===== config.mk =====
export PLATFORM = sky130hd
export DESIGN_NAME = v65_alu_seq_flat
export DESIGN_NICKNAME = d
export VERILOG_FILES = /design/src/rtl/v65_alu_seq_pkg.sv /design/src/rtl/v65_alu_seq_if.sv /design/src/rtl/v65_prog_mem.sv /design/src/rtl/v65_alu_seq.sv /design/src/flat_wrapper.sv
export SDC_FILE = /design/constraint.sdc
export NUM_CORES = 1
export LEC_CHECK = 0
export CAP_MARGIN = 25
export CORE_AREA = 2 2 101 103
export CTS_CLUSTER_DIAMETER = 40
export DETAILED_ROUTE_END_ITERATION = 8
export DIE_AREA = 0 0 103 105
export GPL_TIMING_DRIVEN = 0
export PLACE_DENSITY = 0.91
export RECOVER_POWER = 50
export SLEW_MARGIN = 10
export SYNTH_ARGS = -nofsm -noshare
export SYNTH_HDL_FRONTEND = slang
export SYNTH_SLANG_ARGS = --single-unit

===== constraint.sdc =====
create_clock -name c -period 4.8 [get_ports c]
set_clock_uncertainty 0.15 [all_clocks]
set_input_delay 0.96 -clock c [delete_from_list [all_inputs] [get_ports c]]
set_output_delay 0.96 -clock c [all_outputs]
set_load 0.03 [all_outputs]

===== src/rtl/v65_alu_seq_pkg.sv =====
// Shared constants for the v65 ALU microprogram sequencer: opcodes, ALU k codes, hold op, FSM states.
package v65_alu_seq_pkg;
   localparam logic [2:0] OP_ADD  = 3'b000;
   localparam logic [2:0] OP_OR   = 3'b001;
   localparam logic [2:0] OP_AND  = 3'b010;
   localparam logic [2:0] OP_XOR  = 3'b011;
   localparam logic [2:0] OP_JZ   = 3'b100;
   localparam logic [2:0] OP_JC   = 3'b101;
   localparam logic [2:0] OP_JN   = 3'b110;
   localparam logic [2:0] OP_HALT = 3'b111;

   localparam logic [1:0] K_ADD = 2'b00;
   localparam logic [1:0] K_OR  = 2'b01;
   localparam logic [1:0] K_AND = 2'b10;
   localparam logic [1:0] K_XOR = 2'b11;

   // OR with zero leaves q intact but clears cf in the ALU
   localparam logic [1:0] HOLD_K = K_OR;
   localparam logic [3:0] HOLD_D = 4'h0;

   localparam logic [7:0] HALT_WORD = 8'hE0;

   typedef enum logic {ST_IDLE = 1'b0, ST_RUN = 1'b1} state_e;
endpackage


===== src/rtl/v65_alu_seq_if.sv =====
// Host/ALU-facing signal bundle of the sequencer; slave is the sequencer side.
interface v65_alu_seq_if #(parameter int AW = 4);
   logic          ld_we;
   logic [AW-1:0] ld_addr;
   logic [7:0]    ld_data;
   logic          start;
   logic          cf, zf, nf;
   logic [1:0]    alu_k;
   logic [3:0]    alu_d;
   logic [AW-1:0] pc;
   logic          busy, done, timeout;

   modport slave (
      input  ld_we, ld_addr, ld_data, start, cf, zf, nf,
      output alu_k, alu_d, pc, busy, done, timeout
   );
   modport master (
      output ld_we, ld_addr, ld_data, start, cf, zf, nf,
      input  alu_k, alu_d, pc, busy, done, timeout
   );
endinterface


===== src/rtl/v65_prog_mem.sv =====
// Program store: 2^AW x 8 registers, async reset to HALT, one sync write port, one comb read port.
module v65_prog_mem
   import v65_alu_seq_pkg::*;
#(
   parameter int AW = 4
) (
   input  logic          c,
   input  logic          rn,
   input  logic          we,
   input  logic [AW-1:0] waddr,
   input  logic [7:0]    wdata,
   input  logic [AW-1:0] raddr,
   output logic [7:0]    rdata
);
   logic [7:0] mem [2**AW];

   always_ff @(posedge c or negedge rn) begin
      if (!rn) begin
         for (int i = 0; i < 2**AW; i++) mem[i] <= HALT_WORD;
      end else if (we) begin
         mem[waddr] <= wdata;
      end
   end

   assign rdata = mem[raddr];
endmodule


===== src/rtl/v65_alu_seq.sv =====
// Sequencer top: FSM, pc, step counter and decode; issues one ALU op or branch per RUN cycle.
module v65_alu_seq
   import v65_alu_seq_pkg::*;
#(
   parameter int AW        = 4,
   parameter int MAX_STEPS = 255
) (
   input logic          c,
   input logic          rn,
   v65_alu_seq_if.slave bus
);
   typedef logic [AW-1:0] pc_t;
   localparam logic [7:0] LAST_STEP = 8'(MAX_STEPS - 1);

   state_e     state;
   pc_t        pc_q, pc_nxt, tgt;
   logic [7:0] steps;
   logic [7:0] instr;
   logic [2:0] op;
   logic [3:0] imm;
   logic       taken;
   logic       done_q, timeout_q;
   logic       unused_rsvd;

   assign op          = instr[7:5];
   assign imm         = instr[3:0];
   assign unused_rsvd = instr[4];
   assign tgt         = pc_t'(imm);

   v65_prog_mem #(.AW(AW)) u_mem (
      .c     (c),
      .rn    (rn),
      .we    (bus.ld_we && state == ST_IDLE),
      .waddr (bus.ld_addr),
      .wdata (bus.ld_data),
      .raddr (pc_q),
      .rdata (instr)
   );

   always_comb begin
      taken = 1'b0;
      case (op)
         OP_JZ:   taken = bus.zf;
         OP_JC:   taken = bus.cf;
         OP_JN:   taken = bus.nf;
         default: taken = 1'b0;
      endcase
      pc_nxt = taken ? tgt : pc_q + 1'b1;
   end

   // ALU ops have op[2]==0; branches, HALT and IDLE all drive the hold op
   always_comb begin
      bus.alu_k = HOLD_K;
      bus.alu_d = HOLD_D;
      if (state == ST_RUN && !op[2]) begin
         bus.alu_k = op[1:0];
         bus.alu_d = imm;
      end
   end

   always_ff @(posedge c or negedge rn) begin
      if (!rn) begin
         state     <= ST_IDLE;
         pc_q      <= '0;
         steps     <= '0;
         done_q    <= 1'b0;
         timeout_q <= 1'b0;
      end else begin
         case (state)
            ST_IDLE: begin
               if (bus.start) begin
                  state     <= ST_RUN;
                  pc_q      <= '0;
                  steps     <= '0;
                  done_q    <= 1'b0;
                  timeout_q <= 1'b0;
               end
            end
            ST_RUN: begin
               steps <= steps + 8'd1;
               if (op == OP_HALT) begin
                  state  <= ST_IDLE;
                  done_q <= 1'b1;
               end else begin
                  pc_q <= pc_nxt;
                  if (steps == LAST_STEP) begin
                     state     <= ST_IDLE;
                     timeout_q <= 1'b1;
                  end
               end
            end
            default: state <= ST_IDLE;
         endcase
      end
   end

   assign bus.pc      = pc_q;
   assign bus.busy    = (state == ST_RUN);
   assign bus.done    = done_q;
   assign bus.timeout = timeout_q;
endmodule


===== src/flat_wrapper.sv =====
// flat-port wrapper written by rule: the top's interface ports become plain ports
module v65_alu_seq_flat import v65_alu_seq_pkg::*;
#(
   parameter int AW        = 4,
   parameter int MAX_STEPS = 255
)
  (c, rn, bus_ld_we, bus_ld_addr, bus_ld_data, bus_start, bus_cf, bus_zf, bus_nf, bus_alu_k, bus_alu_d, bus_pc, bus_busy, bus_done, bus_timeout);
  v65_alu_seq_if #(.AW(AW)) bus_i ();
  input logic c;
  input logic rn;
  input wire logic [$bits(bus_i.ld_we)-1:0] bus_ld_we;
  input wire logic [$bits(bus_i.ld_addr)-1:0] bus_ld_addr;
  input wire logic [$bits(bus_i.ld_data)-1:0] bus_ld_data;
  input wire logic [$bits(bus_i.start)-1:0] bus_start;
  input wire logic [$bits(bus_i.cf)-1:0] bus_cf;
  input wire logic [$bits(bus_i.zf)-1:0] bus_zf;
  input wire logic [$bits(bus_i.nf)-1:0] bus_nf;
  output wire logic [$bits(bus_i.alu_k)-1:0] bus_alu_k;
  output wire logic [$bits(bus_i.alu_d)-1:0] bus_alu_d;
  output wire logic [$bits(bus_i.pc)-1:0] bus_pc;
  output wire logic [$bits(bus_i.busy)-1:0] bus_busy;
  output wire logic [$bits(bus_i.done)-1:0] bus_done;
  output wire logic [$bits(bus_i.timeout)-1:0] bus_timeout;
  assign bus_i.ld_we = bus_ld_we;
  assign bus_i.ld_addr = bus_ld_addr;
  assign bus_i.ld_data = bus_ld_data;
  assign bus_i.start = bus_start;
  assign bus_i.cf = bus_cf;
  assign bus_i.zf = bus_zf;
  assign bus_i.nf = bus_nf;
  assign bus_alu_k = bus_i.alu_k;
  assign bus_alu_d = bus_i.alu_d;
  assign bus_pc = bus_i.pc;
  assign bus_busy = bus_i.busy;
  assign bus_done = bus_i.done;
  assign bus_timeout = bus_i.timeout;
  v65_alu_seq #(.AW(AW), .MAX_STEPS(MAX_STEPS)) u_core (.c(c), .rn(rn), .bus(bus_i));
endmodule

==> run summary <==
Status: finished with violations
Failing checks: max-capacitance violations, max-slew violations
Postcts setup bufs: 0
CTS tree: yes
Power, Total: 4.18 mW
Post-Syn Area per Cell: 13.8 um^2
First-pass GRT wire length: 24500 um
Grt ovf: 0
Initial Util: 0.643
WL/cell: 23.8 um
Hold_ws: 0.355 ns
PwrDens: 571 nW/um^2
# diodes: 0
CTS Buf Count: 17
Primary FF master, synth: dfrtp_1
Post_cts resized: 0
P&R area growth vs syn: 18.2%
Chip width: 103 um
Worst EP required: 3.69 ns
Min Tclk post-route: 4.65 ns
Crit path DAT: 3.54 ns
Yosys reg bits: 127
DRT Pass-1 Iters: 8
Fmax: 215 MHz
Clock root buffer: clkbuf_8
Worst IR Drop VDD: 0.000305 V
# hold bufs at CTS: 0
Num Clock Sinks: 127
Share of layout cells above drive strength 1: 0.447
Cell taking the most area after synthesis: dfrtp_1
Worst Setup End Kind: primary output
Slew Limit Fails: 48
R2R Setup Slk: 1.77 ns
CP max FO: 10
Final Hold Vio Count: 0
Row count: 36
Post-route setup slack: 0.150 ns
Reg2reg path depth: 8
Max clock buf depth: 2
Place WS: 0.821 ns
Largest net degree at the start of global routing: 81
Hold Path Depth: 1
Crit Path Class: reg2out
Max_slew headroom: -0.778
Placeable Area: 9640 um^2
Port bufs: 29
FF-to-FF Start: u_core.bus.pc[1]
Mapped Nets: 472
Synth top area share: 0.319
Yosys warns: 0
Post-layout nets: 521
RSZ-0062 raised after global routing: false
Drt via density: 6.60
Drt total wl: 15300 um
Post-route antenna net violation count: 0
Setup Viol. Count Final: 0
Synth async-reset ratio: 1.00
DRC: 0
Die area: 10800 um^2
WHS Endpoint: u_core.u_mem.mem[43]
Initial DRC Count: 365
Post-Syn Area: 6190 um^2
Hold_sp: u_core.u_mem.mem[43]
Slew @ Worst Pin: 2.67 ns
LEAKAGE: 3.27 nW
DR vias: 4260
Die Span Y: 105 um
Distinct cells, synth: 50
Maxcap violations: 1
Final period util: 0.969
Fin Setup TNS: 0 ns
Cell count after synthesis: 450
Sequential area share after synthesis: 0.523
Placer Congestion: 0.853
Io pins: 32
Worst-path clk slew: 0.06 ns
Vias in the first global route: 4537
Antenna violations before repair: 0
GRT Util Overall: 0.305
Worst Setup Start Kind: flip-flop
R2r endpoint: u_core.bus.pc[2]
Dpl hpwl: 9970 um
Post-synth EDFFs: 0
H-tree lvl count: 4
Worst Hold Class: reg2reg
Clk_lat worst skew: 0.54 ns
Dominant cells by area after synthesis: dfrtp_1 (32%), dfstp_2 (20%), mux2_2 (20%)
layer usage:
layer	vias up	GRT usage	routed length, um
met5	-	0	0
li1	1795	-	-
met3	52	0.0736	907
met1	2222	0.389	6160
met4	0	0.130	514
met2	191	0.494	7730
final cells by class:
cell class	count	area, um^2
Sequential cell	127	3240
Buffer	24	145
Tap cell	133	166
Clock inverter	14	226
Clock buffer	18	418
Timing Repair Buffer	30	312
Multi-Input combinational cell	290	2780
Inverter	9	33.8
Fill cell	607	2320
worst max-delay path: stages (launching register included):
cell and delay (ns):
dfrtp_1 0.40, buf_6 0.20, buf_6 0.21, buf_2 0.33, mux2i_1 0.12, a221oi_1 0.50, o21ai_0 0.21, nand2_1 0.19
and2_1 0.16, clkdlybuf4s50_1 0.67
Yosys cell counts (2+ instances only):
cell type  number
and2_1          4
and3_1          3
a31oi_1         2
o221ai_1        5
dfrtp_1        79
buf_6           4
a221oi_1        6
mux4_2         14
buf_2           4
a22oi_1         3
clkbuf_1       14
o21ai_0        12
inv_1           9
mux2_2        112
o211ai_1        4
nor3b_1         2
nand2b_1        2
ha_1            3
nand4_1         5
o31ai_1         2
dfstp_2        48
nor2_1         11
a21oi_1         6
a221oi_2        4
nand3_1         5
nand2_1        23
mux2i_1        32
nor2b_1         6
nor4_2          2
o22ai_1         4
registers in the layout, indices dropped and copies added, names as in the netlist:
name / flops
u_core.bus.timeout: 1
u_core.steps: 8
u_core.bus.done: 1
u_core.u_mem.mem: 112
u_core.bus.busy: 1
u_core.bus.pc: 4
where the power goes:
part | internal [mW] | leakage (nW) | switching, mW
combinational | 0.586 | 1.40 | 0.779
sequential | 1.28 | 1.57 | 0.130
clock | 0.906 | 0.307 | 0.505
worst max-delay path by stage:
stage / from / to / depth (start not counted)
after floorplan: u_core.bus.pc[0] / bus_alu_d[3] / 6
after global placement: rn / u_core.u_mem.mem[107] / 1
after detailed placement: u_core.bus.pc[0] / bus_alu_d[0] / 8
after CTS: u_core.bus.pc[0] / bus_alu_d[1] / 9
after global routing: u_core.bus.pc[0] / bus_alu_d[1] / 9
final: u_core.bus.pc[0] / bus_alu_d[1] / 9
cells in the final DEF (no fill, tap or decap), types with 5 or more instances in the layout:
master,Yosys,routed
clkbuf_1,14,16
nand3_1,5,5
bufinv_16,0,5
mux2_2,112,112
inv_6,0,5
inv_1,9,9
a221oi_1,6,6
dfrtp_1,79,79
mux4_2,14,14
nor2b_1,6,6
o221ai_1,5,5
nor2_1,11,11
mux2i_1,32,32
nand2_1,23,23
nand4_1,5,5
clkbuf_16,0,16
o21ai_0,12,12
a21oi_1,6,6
dfstp_2,48,48
clkdlybuf4s50_1,0,27
cell families (layout without fill, tap and decap cells):
kind of cell | Yosys count | count (layout) | synth area share
adder cells (fa/ha/maj) | 3 | 3 | 0.00606
multiplexers | 158 | 158 | 0.306
flip-flops | 127 | 127 | 0.523
AO/OA/AOI/OAI | 57 | 57 | 0.0733
AND/OR/NAND/NOR | 72 | 72 | 0.0626
buffers and inverters | 33 | 95 | 0.0289
stage by stage:
step	instances	area (um^2)	utilization
after global routing	645	7320	0.759
after global placement	612	6650	0.690
after CTS	645	7330	0.760
after floorplan	450	6190	-
after detailed placement	613	6680	0.693
final	645	7320	0.759
Power figures use the tool's default switching activity.
